$ cat src/rtl/aes_block_serializer_if.sv
`default_nettype none
// ============================================================================
// Module      : aes_block_serializer_if
// Description : Block-side and stream-side handshake bundle of the AES
//               output serializer (core result block in, 32-bit words out).
// Revision    : 1.0 - initial release
// ============================================================================
interface aes_block_serializer_if #(
    parameter int BLOCK_W = 128,
    parameter int WORD_W  = 32
);
    logic                  block_valid_i;
    logic [BLOCK_W-1:0]    block_data_i;
    logic                  block_ready_o;
    logic [WORD_W-1:0]     data_o;
    logic [WORD_W/8-1:0]   strb_o;
    logic                  valid_o;
    logic                  ready_i;
    logic                  last_o;

    // Serializer side
    modport master (
        input  block_valid_i,
        input  block_data_i,
        output block_ready_o,
        output data_o,
        output strb_o,
        output valid_o,
        input  ready_i,
        output last_o
    );

    // Core / sink side
    modport slave (
        output block_valid_i,
        output block_data_i,
        input  block_ready_o,
        input  data_o,
        input  strb_o,
        input  valid_o,
        output ready_i,
        input  last_o
    );
endinterface
`default_nettype wire

$ cat src/rtl/aes_block_serializer.sv
`default_nettype none
// ============================================================================
// Module      : aes_block_serializer
// Description : Splits 128-bit AES result blocks into 32-bit stream words,
//               trims the tail to the programmed job byte length.
// Revision    : 1.0 - initial release
// ============================================================================
module aes_block_serializer #(
    parameter int BLOCK_W = 128,
    parameter int WORD_W  = 32,
    parameter int CNT_W   = 32
) (
    input  logic                   clk_i,
    input  logic                   rst_ni,
    input  logic                   clear_i,
    input  logic                   start_i,
    input  logic [CNT_W-1:0]       data_size_i,
    aes_block_serializer_if.master bus,
    output logic [CNT_W-1:0]       bytes_sent_o,
    output logic                   busy_o,
    output logic                   done_o
);

    localparam int c_WORDS = BLOCK_W / WORD_W;
    localparam int c_BPW   = WORD_W / 8;
    localparam int c_IDX_W = (c_WORDS > 1) ? $clog2(c_WORDS) : 1;

    localparam logic [CNT_W-1:0]   c_BPW_CNT  = CNT_W'(c_BPW);
    localparam logic [c_IDX_W-1:0] c_LAST_IDX = c_IDX_W'(c_WORDS - 1);

    localparam logic [1:0] c_ST_IDLE     = 2'd0;
    localparam logic [1:0] c_ST_WAIT_BLK = 2'd1;
    localparam logic [1:0] c_ST_SEND     = 2'd2;
    localparam logic [1:0] c_ST_DONE     = 2'd3;

    logic [1:0]         r_state;
    logic [1:0]         w_next_state;
    logic [BLOCK_W-1:0] r_hold;
    logic [c_IDX_W-1:0] r_idx;
    logic [CNT_W-1:0]   r_remaining;
    logic [CNT_W-1:0]   r_bytes_sent;

    logic [WORD_W-1:0]  w_words [c_WORDS];
    logic               w_word_hs;
    logic               w_last_word;
    logic               w_blk_end;
    logic [CNT_W-1:0]   w_take;
    logic               w_blk_hs;

    logic               w_blk_ready;
    logic               w_valid;
    logic [WORD_W-1:0]  w_data;
    logic [c_BPW-1:0]   w_strb;
    logic               w_last;
    logic               w_busy;
    logic               w_done;

    // Word 0 is the most significant slice of the block
    for (genvar gi = 0; gi < c_WORDS; gi++) begin : g_words
        assign w_words[gi] = r_hold[BLOCK_W-1-WORD_W*gi -: WORD_W];
    end

    assign w_word_hs   = (r_state == c_ST_SEND) && bus.ready_i;
    assign w_last_word = (r_remaining <= c_BPW_CNT);
    assign w_blk_end   = (r_idx == c_LAST_IDX);
    assign w_take      = w_last_word ? r_remaining : c_BPW_CNT;
    assign w_blk_hs    = bus.block_valid_i && w_blk_ready;

    // State register
    always_ff @(posedge clk_i or negedge rst_ni) begin
        if (!rst_ni) begin
            r_state <= c_ST_IDLE;
        end else begin
            r_state <= w_next_state;
        end
    end

    // Next-state logic
    always_comb begin
        w_next_state = r_state;
        if (clear_i) begin
            w_next_state = c_ST_IDLE;
        end else begin
            case (r_state)
                c_ST_IDLE: begin
                    if (start_i) begin
                        w_next_state = (data_size_i == '0) ? c_ST_DONE : c_ST_WAIT_BLK;
                    end
                end
                c_ST_WAIT_BLK: begin
                    if (w_blk_hs) begin
                        w_next_state = c_ST_SEND;
                    end
                end
                c_ST_SEND: begin
                    if (w_word_hs) begin
                        if (w_last_word) begin
                            w_next_state = c_ST_DONE;
                        end else if (w_blk_end && !w_blk_hs) begin
                            w_next_state = c_ST_WAIT_BLK;
                        end
                    end
                end
                c_ST_DONE: begin
                    w_next_state = c_ST_IDLE;
                end
                default: begin
                    w_next_state = c_ST_IDLE;
                end
            endcase
        end
    end

    // Output logic; a clear cycle never accepts a block
    always_comb begin
        w_blk_ready = 1'b0;
        w_valid     = 1'b0;
        w_data      = '0;
        w_strb      = '0;
        w_last      = 1'b0;
        w_busy      = 1'b0;
        w_done      = 1'b0;
        case (r_state)
            c_ST_WAIT_BLK: begin
                w_busy      = 1'b1;
                w_blk_ready = !clear_i;
            end
            c_ST_SEND: begin
                w_busy      = 1'b1;
                w_valid     = 1'b1;
                w_data      = w_words[r_idx];
                w_last      = w_last_word;
                for (int b = 0; b < c_BPW; b++) begin
                    w_strb[b] = (r_remaining > CNT_W'(b));
                end
                w_blk_ready = w_word_hs && w_blk_end && !w_last_word && !clear_i;
            end
            c_ST_DONE: begin
                w_busy = 1'b1;
                w_done = 1'b1;
            end
            default: begin
                w_busy = 1'b0;
            end
        endcase
    end

    // Datapath: holding register, word index and byte counters
    always_ff @(posedge clk_i or negedge rst_ni) begin
        if (!rst_ni) begin
            r_hold       <= '0;
            r_idx        <= '0;
            r_remaining  <= '0;
            r_bytes_sent <= '0;
        end else if (clear_i) begin
            r_hold       <= '0;
            r_idx        <= '0;
            r_remaining  <= '0;
            r_bytes_sent <= '0;
        end else begin
            if ((r_state == c_ST_IDLE) && start_i) begin
                r_remaining  <= data_size_i;
                r_bytes_sent <= '0;
            end
            if (w_word_hs) begin
                r_remaining  <= r_remaining - w_take;
                r_bytes_sent <= r_bytes_sent + w_take;
                r_idx        <= r_idx + c_IDX_W'(1);
            end
            if (w_blk_hs) begin
                r_hold <= bus.block_data_i;
                r_idx  <= '0;
            end
        end
    end

    assign bus.block_ready_o = w_blk_ready;
    assign bus.valid_o       = w_valid;
    assign bus.data_o        = w_data;
    assign bus.strb_o        = w_strb;
    assign bus.last_o        = w_last;
    assign bytes_sent_o      = r_bytes_sent;
    assign busy_o            = w_busy;
    assign done_o            = w_done;

endmodule
`default_nettype wire
$ cat src/flat_wrapper.sv
// flat-port wrapper written by rule: the top's interface ports become plain ports
module aes_block_serializer_flat 
#(
    parameter int BLOCK_W = 128,
    parameter int WORD_W  = 32,
    parameter int CNT_W   = 32
)
  (clk_i, rst_ni, clear_i, start_i, data_size_i, bytes_sent_o, busy_o, done_o, bus_block_valid_i, bus_block_data_i, bus_block_ready_o, bus_data_o, bus_strb_o, bus_valid_o, bus_ready_i, bus_last_o);
  aes_block_serializer_if #(.BLOCK_W(BLOCK_W), .WORD_W(WORD_W)) bus_i ();
  input  logic clk_i;
  input  logic rst_ni;
  input  logic clear_i;
  input  logic start_i;
  input  logic [CNT_W-1:0] data_size_i;
  output logic [CNT_W-1:0] bytes_sent_o;
  output logic busy_o;
  output logic done_o;
  input wire logic [$bits(bus_i.block_valid_i)-1:0] bus_block_valid_i;
  input wire logic [$bits(bus_i.block_data_i)-1:0] bus_block_data_i;
  output wire logic [$bits(bus_i.block_ready_o)-1:0] bus_block_ready_o;
  output wire logic [$bits(bus_i.data_o)-1:0] bus_data_o;
  output wire logic [$bits(bus_i.strb_o)-1:0] bus_strb_o;
  output wire logic [$bits(bus_i.valid_o)-1:0] bus_valid_o;
  input wire logic [$bits(bus_i.ready_i)-1:0] bus_ready_i;
  output wire logic [$bits(bus_i.last_o)-1:0] bus_last_o;
  assign bus_i.block_valid_i = bus_block_valid_i;
  assign bus_i.block_data_i = bus_block_data_i;
  assign bus_block_ready_o = bus_i.block_ready_o;
  assign bus_data_o = bus_i.data_o;
  assign bus_strb_o = bus_i.strb_o;
  assign bus_valid_o = bus_i.valid_o;
  assign bus_i.ready_i = bus_ready_i;
  assign bus_last_o = bus_i.last_o;
  aes_block_serializer #(.BLOCK_W(BLOCK_W), .WORD_W(WORD_W), .CNT_W(CNT_W)) u_core (.clk_i(clk_i), .rst_ni(rst_ni), .clear_i(clear_i), .start_i(start_i), .data_size_i(data_size_i), .bus(bus_i), .bytes_sent_o(bytes_sent_o), .busy_o(busy_o), .done_o(done_o));
endmodule
$ cat config.mk
export PLATFORM = sky130hd
export DESIGN_NAME = aes_block_serializer_flat
export DESIGN_NICKNAME = d
export VERILOG_FILES = /design/src/rtl/aes_block_serializer_if.sv /design/src/rtl/aes_block_serializer.sv /design/src/flat_wrapper.sv
export SDC_FILE = /design/constraint.sdc
export NUM_CORES = 1
export LEC_CHECK = 0
export ABC_AREA = 1
export BUFFER_PORTS_ARGS = -buffer_cell sky130_fd_sc_hd__buf_2
export CAP_MARGIN = 20
export CORE_UTILIZATION = 45
export DETAILED_ROUTE_END_ITERATION = 8
export GPL_TIMING_DRIVEN = 0
export PLACE_DENSITY_LB_ADDON = 0.05
export SLEW_MARGIN = 0
export SYNTH_ARGS = -nofsm -noshare
export SYNTH_HDL_FRONTEND = slang
export SYNTH_SLANG_ARGS = --single-unit
$ cat constraint.sdc
create_clock -name clk_i -period 3.6 [get_ports clk_i]
set_clock_uncertainty 0.2 [all_clocks]
set_input_delay 0.18 -clock clk_i [delete_from_list [all_inputs] [get_ports clk_i]]
set_output_delay 0.18 -clock clk_i [all_outputs]
set_load 0.005 [all_outputs]
---- Yosys cells after proc, flatten, opt, wreduce, memory -nomap -nowiden ----
Index checks and enable logic that the tools add are counted.
cells by class
  add/subtract/negate cells ............... 3
  $lt $le $gt $ge ......................... 6
  equal/unequal tests ..................... 8
  multiplexer cells ....................... 30
  bitwise gates (word level) .............. 1
  reduce and logical (&&, ||, !) cells .... 17
operators by type and width
  cell                 number
  $mux 32              10
  $mux 128             2
  $bmux 32 s2          1
  $gt 32x1->1 const B  2
  $gt 32x2->1 const B  2
  $add 32x32->32       1
  $le 32x3->1 const B  1
  $logic_not 32->1     1
  $sub 32x32->32       1
  $mux 2               10
  $pmux 2 s4           1
  $logic_and 1x1->1    7
  $eq 2x2->1 const B   3
  $ne 3x2->1 const B   2
  $reduce_bool 3->1    2
  $mux 1               4
  $mux 4               1
  $ne 4x3->1 const B   1
  $reduce_and 4->1     1
  $ge 3x3->1 const B   1
  $logic_not 1->1      3
  $ne 3x3->1 const B   1
  $not 2->3            1
  $reduce_or 3->1      1
  5 further kinds      5
storage, ports and cells
  register bits after elaboration ......... 196
  input port bits ......................... 166
  output and inout bits ................... 73
  word-level logic and storage cells ...... 70

---- Longest topological paths before layout ----
  word-level depth ........................ 14
  depth in mapped cells ................... 22
  depth with buffers taken out ............ 22

---- Least setup slack after synthesis ----
Ideal clock, no wire load.
  path kind ............................... register -> register
  from .................................... register u_core.r_remaining[3]
  to ...................................... register u_core.r_bytes_sent[30], in the netlist u_core.bytes_sent_o[30]
  setup time .............................. 127 ps
  data arrival time ....................... 2752 ps
  data required time ...................... 3273 ps
  setup slack ............................. 521 ps
  stages on the path, launching flop included .. 21
  path buffers ............................ 0
  period minus slack after synthesis ...... 3079 ps
  cells stage by stage .................... dfrtp_1 inv_2 nand2_1 nor2_1 nand2_1 nor2_2 nand2_4 nand2_2 inv_2 nor2_1 ha_1 inv_1 fa_1 nand3b_1 nand2_1 a21boi_0 inv_1 a21o_1 nand4_1 a21oi_1 o21ai_0
between the ends
  word-level cells in the longest chain between the ends .. 5
ends and longest elaborated chain
  item                      RTL line                     source
  start: declaration        aes_block_serializer.sv:40   logic [CNT_W-1:0] r_remaining;
  start signal: assignment  aes_block_serializer.sv:162  r_remaining <= data_size_i;
  start signal: assignment  aes_block_serializer.sv:166  r_remaining <= r_remaining - w_take;
  $le 32x3->1               aes_block_serializer.sv:64   assign w_last_word = (r_remaining <= c_BPW_CNT);
  $mux 32 *                 aes_block_serializer.sv:66   assign w_take = w_last_word ? r_remaining : c_BPW_CNT;
  $add 32x32->32 *          aes_block_serializer.sv:167  r_bytes_sent <= r_bytes_sent + w_take;
  $mux 32 *                 aes_block_serializer.sv:165  if (w_word_hs) begin
  $mux 32 *                 aes_block_serializer.sv:155  end else if (clear_i) begin
  end signal: assignment    aes_block_serializer.sv:167
  end: declaration          aes_block_serializer.sv:41   logic [CNT_W-1:0] r_bytes_sent;
Every way passes the cells marked *; elsewhere a longest branch is shown, timed or not.
A chain may end at the register's enable or synchronous reset.

---- Worst setup path after layout ----
  from .................................... register u_core.r_remaining[3]
  to ...................................... register u_core.r_bytes_sent[24], in the netlist u_core.bytes_sent_o[24]
Same word-level chain as after synthesis.

==> impl_metrics.tcl <==
set metrics [dict create \
    drv_cap 0 \
    clk_path_buf_depth 2 \
    via_per_inst 5.39 \
    syn_area_um2 12100 \
    finalMaxSlewViolations 0 \
    dp_slack_ps -134 \
    antenna_found_initial 2 \
    yosysWarningCount 0 \
    synth_seq_area_share_pct 40.4 \
    dp_hpwl_um 30700 \
    peakVddDrop_mv 0.343 \
    arrival_ps 3560 \
    place.gp.congestion 0.935 \
    rows 59 \
    synth_ff_type "dfrtp_1" \
    syn-instance-count 1656 \
    worst_hold_path_type "in -> reg" \
    critPathMaxStageDelay_ps 430 \
    slowest_stage "dfrtp_1" \
    crit_family "simple AND/OR/NAND/NOR gates" \
    outcome "finished with violations" \
    final_layout_size_suffix_gt1_share_pct 20.1 \
    drt_iter0_drc 1141 \
    grt_pass1_vias 13022 \
    start_kind "flop" \
    syn_avg_cell_area_um2 7.32 \
    crit_fanout 7 \
    slew_headroom_pct 48.5 \
    grt-ovfl-total 0 \
    nNetsFinal 2323 \
    hold_ws_ps 60.5 \
    h-tree-depth 4 \
    ant_nets 0 \
    clkSinkCount 196 \
    dpl.cell_count 2257 \
    dr.pass1.iters 7 \
    synth-seq-cells 196 \
    setup_viol 0 \
    grt_max_degree 105 \
    worstPathCellList "inv_4 -> nand2_1 -> nor2_1 -> nand2_1 -> nor2_4 -> nand2_4 -> nand2_4 -> inv_2 -> nor2_1 -> ha_2 -> inv_1 -> fa_2 -> nand3b_1 -> nand2_2 -> a21o_1 -> nand4_1 -> nand3_2 -> buf_4 -> a21oi_1 -> o21ai_0 -> nand2_1" \
    syn2layout_area_growth_pct 34.6 \
    leakage_nw 7.99 \
    portBuffers 237 \
    path_class "reg -> reg" \
    setup_ws_ps 158 \
    finalCritPeriodShare_pct 95.6 \
    die_w_um 166 \
    die_h_um 166 \
    numCtsBuffers 17 \
    synth_cell_types 46 \
    clkLatencyLatePin_ps 440 \
    async_reset_ff_share_pct 100 \
    p_total_mw 7.22 \
    clock.fmax_ghz 0.291 \
    power.density_nw_per_um2 442 \
    core_area_um2 26300 \
    routed_wl_um 43100 \
    tritoncts "yes" \
    finalHoldViolCount 0 \
    period_needed_ps 3440 \
    worst_pin_slew_ps 772 \
    end_kind "flop" \
    dieArea_um2 27600 \
    crit_top_cell "nand2_1" \
    cts_root_buf "clkbuf_16" \
    grt_pass1_wl_um 68600 \
    vias 13291 \
    critPathRequiredTime_ps 3720 \
    critPathBufInv 4 \
    final_cell_count_no_fill 2468 \
    grtUsageTotal_pct 31.5 \
    drc 11 \
    io_pins 239 \
    synth_edf_count 0 \
    grt_setup_unrepaired "true" \
    violations "DRC" \
    wl_per_cell_um 17.5 \
    start_util_pct 46.1 \
    cts.clk_slew.worst_paths_ps 90 \
]
==> logic make-up (layout without fill, tap and decap cells) <==
family / after synthesis / after routing / synth area share (%)
other: 1 / 30 / 0.0309
adders and majority gates: 38 / 38 / 3.98
buffers and inverters: 247 / 695 / 8.35
and+or+nand+nor: 748 / 748 / 27.2
DFF: 196 / 196 / 40.4
xor gates and xnor gates: 10 / 10 / 0.722
AOI/OAI and AO/OA: 416 / 416 / 19.3
==> worst register-to-register path: stages, from the launching register on <==
cell	delay, ps
dfrtp_1	430
inv_4	120
nand2_1	100
nor2_1	120
nand2_1	100
nor2_4	130
nand2_4	90
nand2_4	110
inv_2	80
nor2_1	110
ha_2	190
inv_1	80
fa_2	370
nand3b_1	170
nand2_2	100
a21o_1	220
nand4_1	130
nand3_2	130
buf_4	120
a21oi_1	40
o21ai_0	100
nand2_1	80
==> synth_stat cells (7+ instances only) <==
| master | instances | share of area [%] |
|---|---|---|
| clkbuf_1 | 45 | 1.4 |
| o22ai_1 | 11 | 0.57 |
| nor4_1 | 11 | 0.57 |
| nand2_2 | 7 | 0.36 |
| inv_2 | 27 | 0.84 |
| nand3_1 | 237 | 9.8 |
| o21ai_1 | 12 | 0.50 |
| nand4_1 | 15 | 0.77 |
| xor2_1 | 7 | 0.51 |
| dfrtp_1 | 196 | 40 |
| o21ai_2 | 40 | 2.9 |
| nor2_1 | 131 | 4.1 |
| ha_1 | 37 | 3.8 |
| buf_4 | 7 | 0.43 |
| inv_1 | 128 | 4.0 |
| buf_1 | 17 | 0.53 |
| a21oi_1 | 157 | 6.5 |
| nand2_1 | 313 | 9.7 |
| buf_2 | 17 | 0.70 |
| nor3_1 | 14 | 0.58 |
| nor2_2 | 9 | 0.46 |
| o21a_1 | 8 | 0.50 |
| o21ai_0 | 160 | 6.6 |
==> cell type report <==
type / count / area, um^2
Buffer: 91 / 427
Sequential cell: 196 / 4900
Inverter: 156 / 588
Tap cell: 335 / 419
Multi-Input combinational cell: 1241 / 6410
Clock inverter: 14 / 183
Clock buffer: 18 / 429
Timing Repair Buffer: 416 / 2970
Fill cell: 2456 / 9950
Antenna cell: 1 / 2.50
==> cell usage in the layout, fill, tap and decap left out, types with 3 or more instances in the layout <==
cell | Yosys | layout
buf_4 | 7 | 23
inv_6 | 0 | 3
dfrtp_1 | 196 | 196
o211ai_1 | 3 | 3
nand2_1 | 313 | 303
nor2_1 | 131 | 123
o22ai_1 | 11 | 11
inv_1 | 128 | 127
clkbuf_16 | 0 | 17
nor4_1 | 11 | 11
o31ai_1 | 5 | 5
buf_2 | 17 | 253
inv_8 | 0 | 3
xnor2_1 | 3 | 3
clkinv_8 | 0 | 6
a31oi_1 | 6 | 6
nand3_2 | 3 | 4
a21oi_1 | 157 | 157
buf_6 | 5 | 5
nand2_4 | 2 | 4
o21ai_1 | 12 | 16
nand2_2 | 7 | 15
nand4_1 | 15 | 15
nor3_1 | 14 | 14
inv_2 | 27 | 27
buf_1 | 17 | 17
a21o_1 | 5 | 5
ha_1 | 37 | 36
xor2_1 | 7 | 7
o21a_1 | 8 | 8
nand3_1 | 237 | 236
nand3b_1 | 3 | 3
o21ai_2 | 40 | 40
dlygate4sd3_1 | 0 | 162
nor2_4 | 1 | 6
o21ai_0 | 160 | 156
clkbuf_1 | 45 | 46
conb_1 | 1 | 29
nor2_2 | 9 | 12
==> flip-flops by register name, indices dropped and copies added, names as in the netlist <==
name,count
u_core.bytes_sent_o,32
u_core.r_hold,128
u_core.r_remaining,32
u_core.r_idx,2
u_core.r_state,2
==> stage by stage <==
step	TNS (ps)	util [%]	cell area (um^2)
finish	0	62.1	16300
global route	-221	62.1	16300
CTS	0	61.4	16100
detailed placement	-210	52.8	13900
global placement	-266890	52.7	13800
floorplan	0	-	12200
==> timing repair <==
action / 4_1_cts / 5_1_grt
endpoints found under the hold margin: 257 / 0
cloned: 0 / 0
buffers inserted: 1 / 15
resized for setup: 4 / 32
pin swaps: 1 / 14
hold buffers: 162 / 0
endpoints found under the setup margin: 5 / 13
==> layer usage <==
metal	share of wire, %	vias to the layer above	track usage (%)
met2	48	478	53.0
met5	0.030	-	0
met3	6.1	57	5.10
met4	2.0	2	8.45
met1	44	6263	42.0
li1	-	6491	-
==> worst paths after layout <==
| kind | startpoint | to | slack [ps] | cells after the start |
|---|---|---|---|---|
| worst max-delay path | u_core.r_remaining[3] | u_core.bytes_sent_o[24] | 160 | 21 |
| worst min register to register | u_core.r_hold[21] | u_core.r_hold[21] | 300 | 2 |
| min in group asynchronous | rst_ni | u_core.r_remaining[30] | 100 | 2 |
| worst min-delay path | bus_block_valid_i | u_core.r_state[0] | 60 | 5 |
| max in group asynchronous | rst_ni | u_core.r_hold[33] | 2110 | 3 |
| worst max register to register | u_core.r_remaining[3] | u_core.bytes_sent_o[24] | 160 | 21 |
==> power breakdown <==
part / total [mW] / leakage (nW) / switching (mW) / internal (mW)
combinational: 2.59 / 5.01 / 1.71 / 0.879
sequential: 2.62 / 2.69 / 0.157 / 2.46
clock: 2.01 / 0.295 / 1.06 / 0.954
Note: power is estimated with default switching activity, not from simulation.
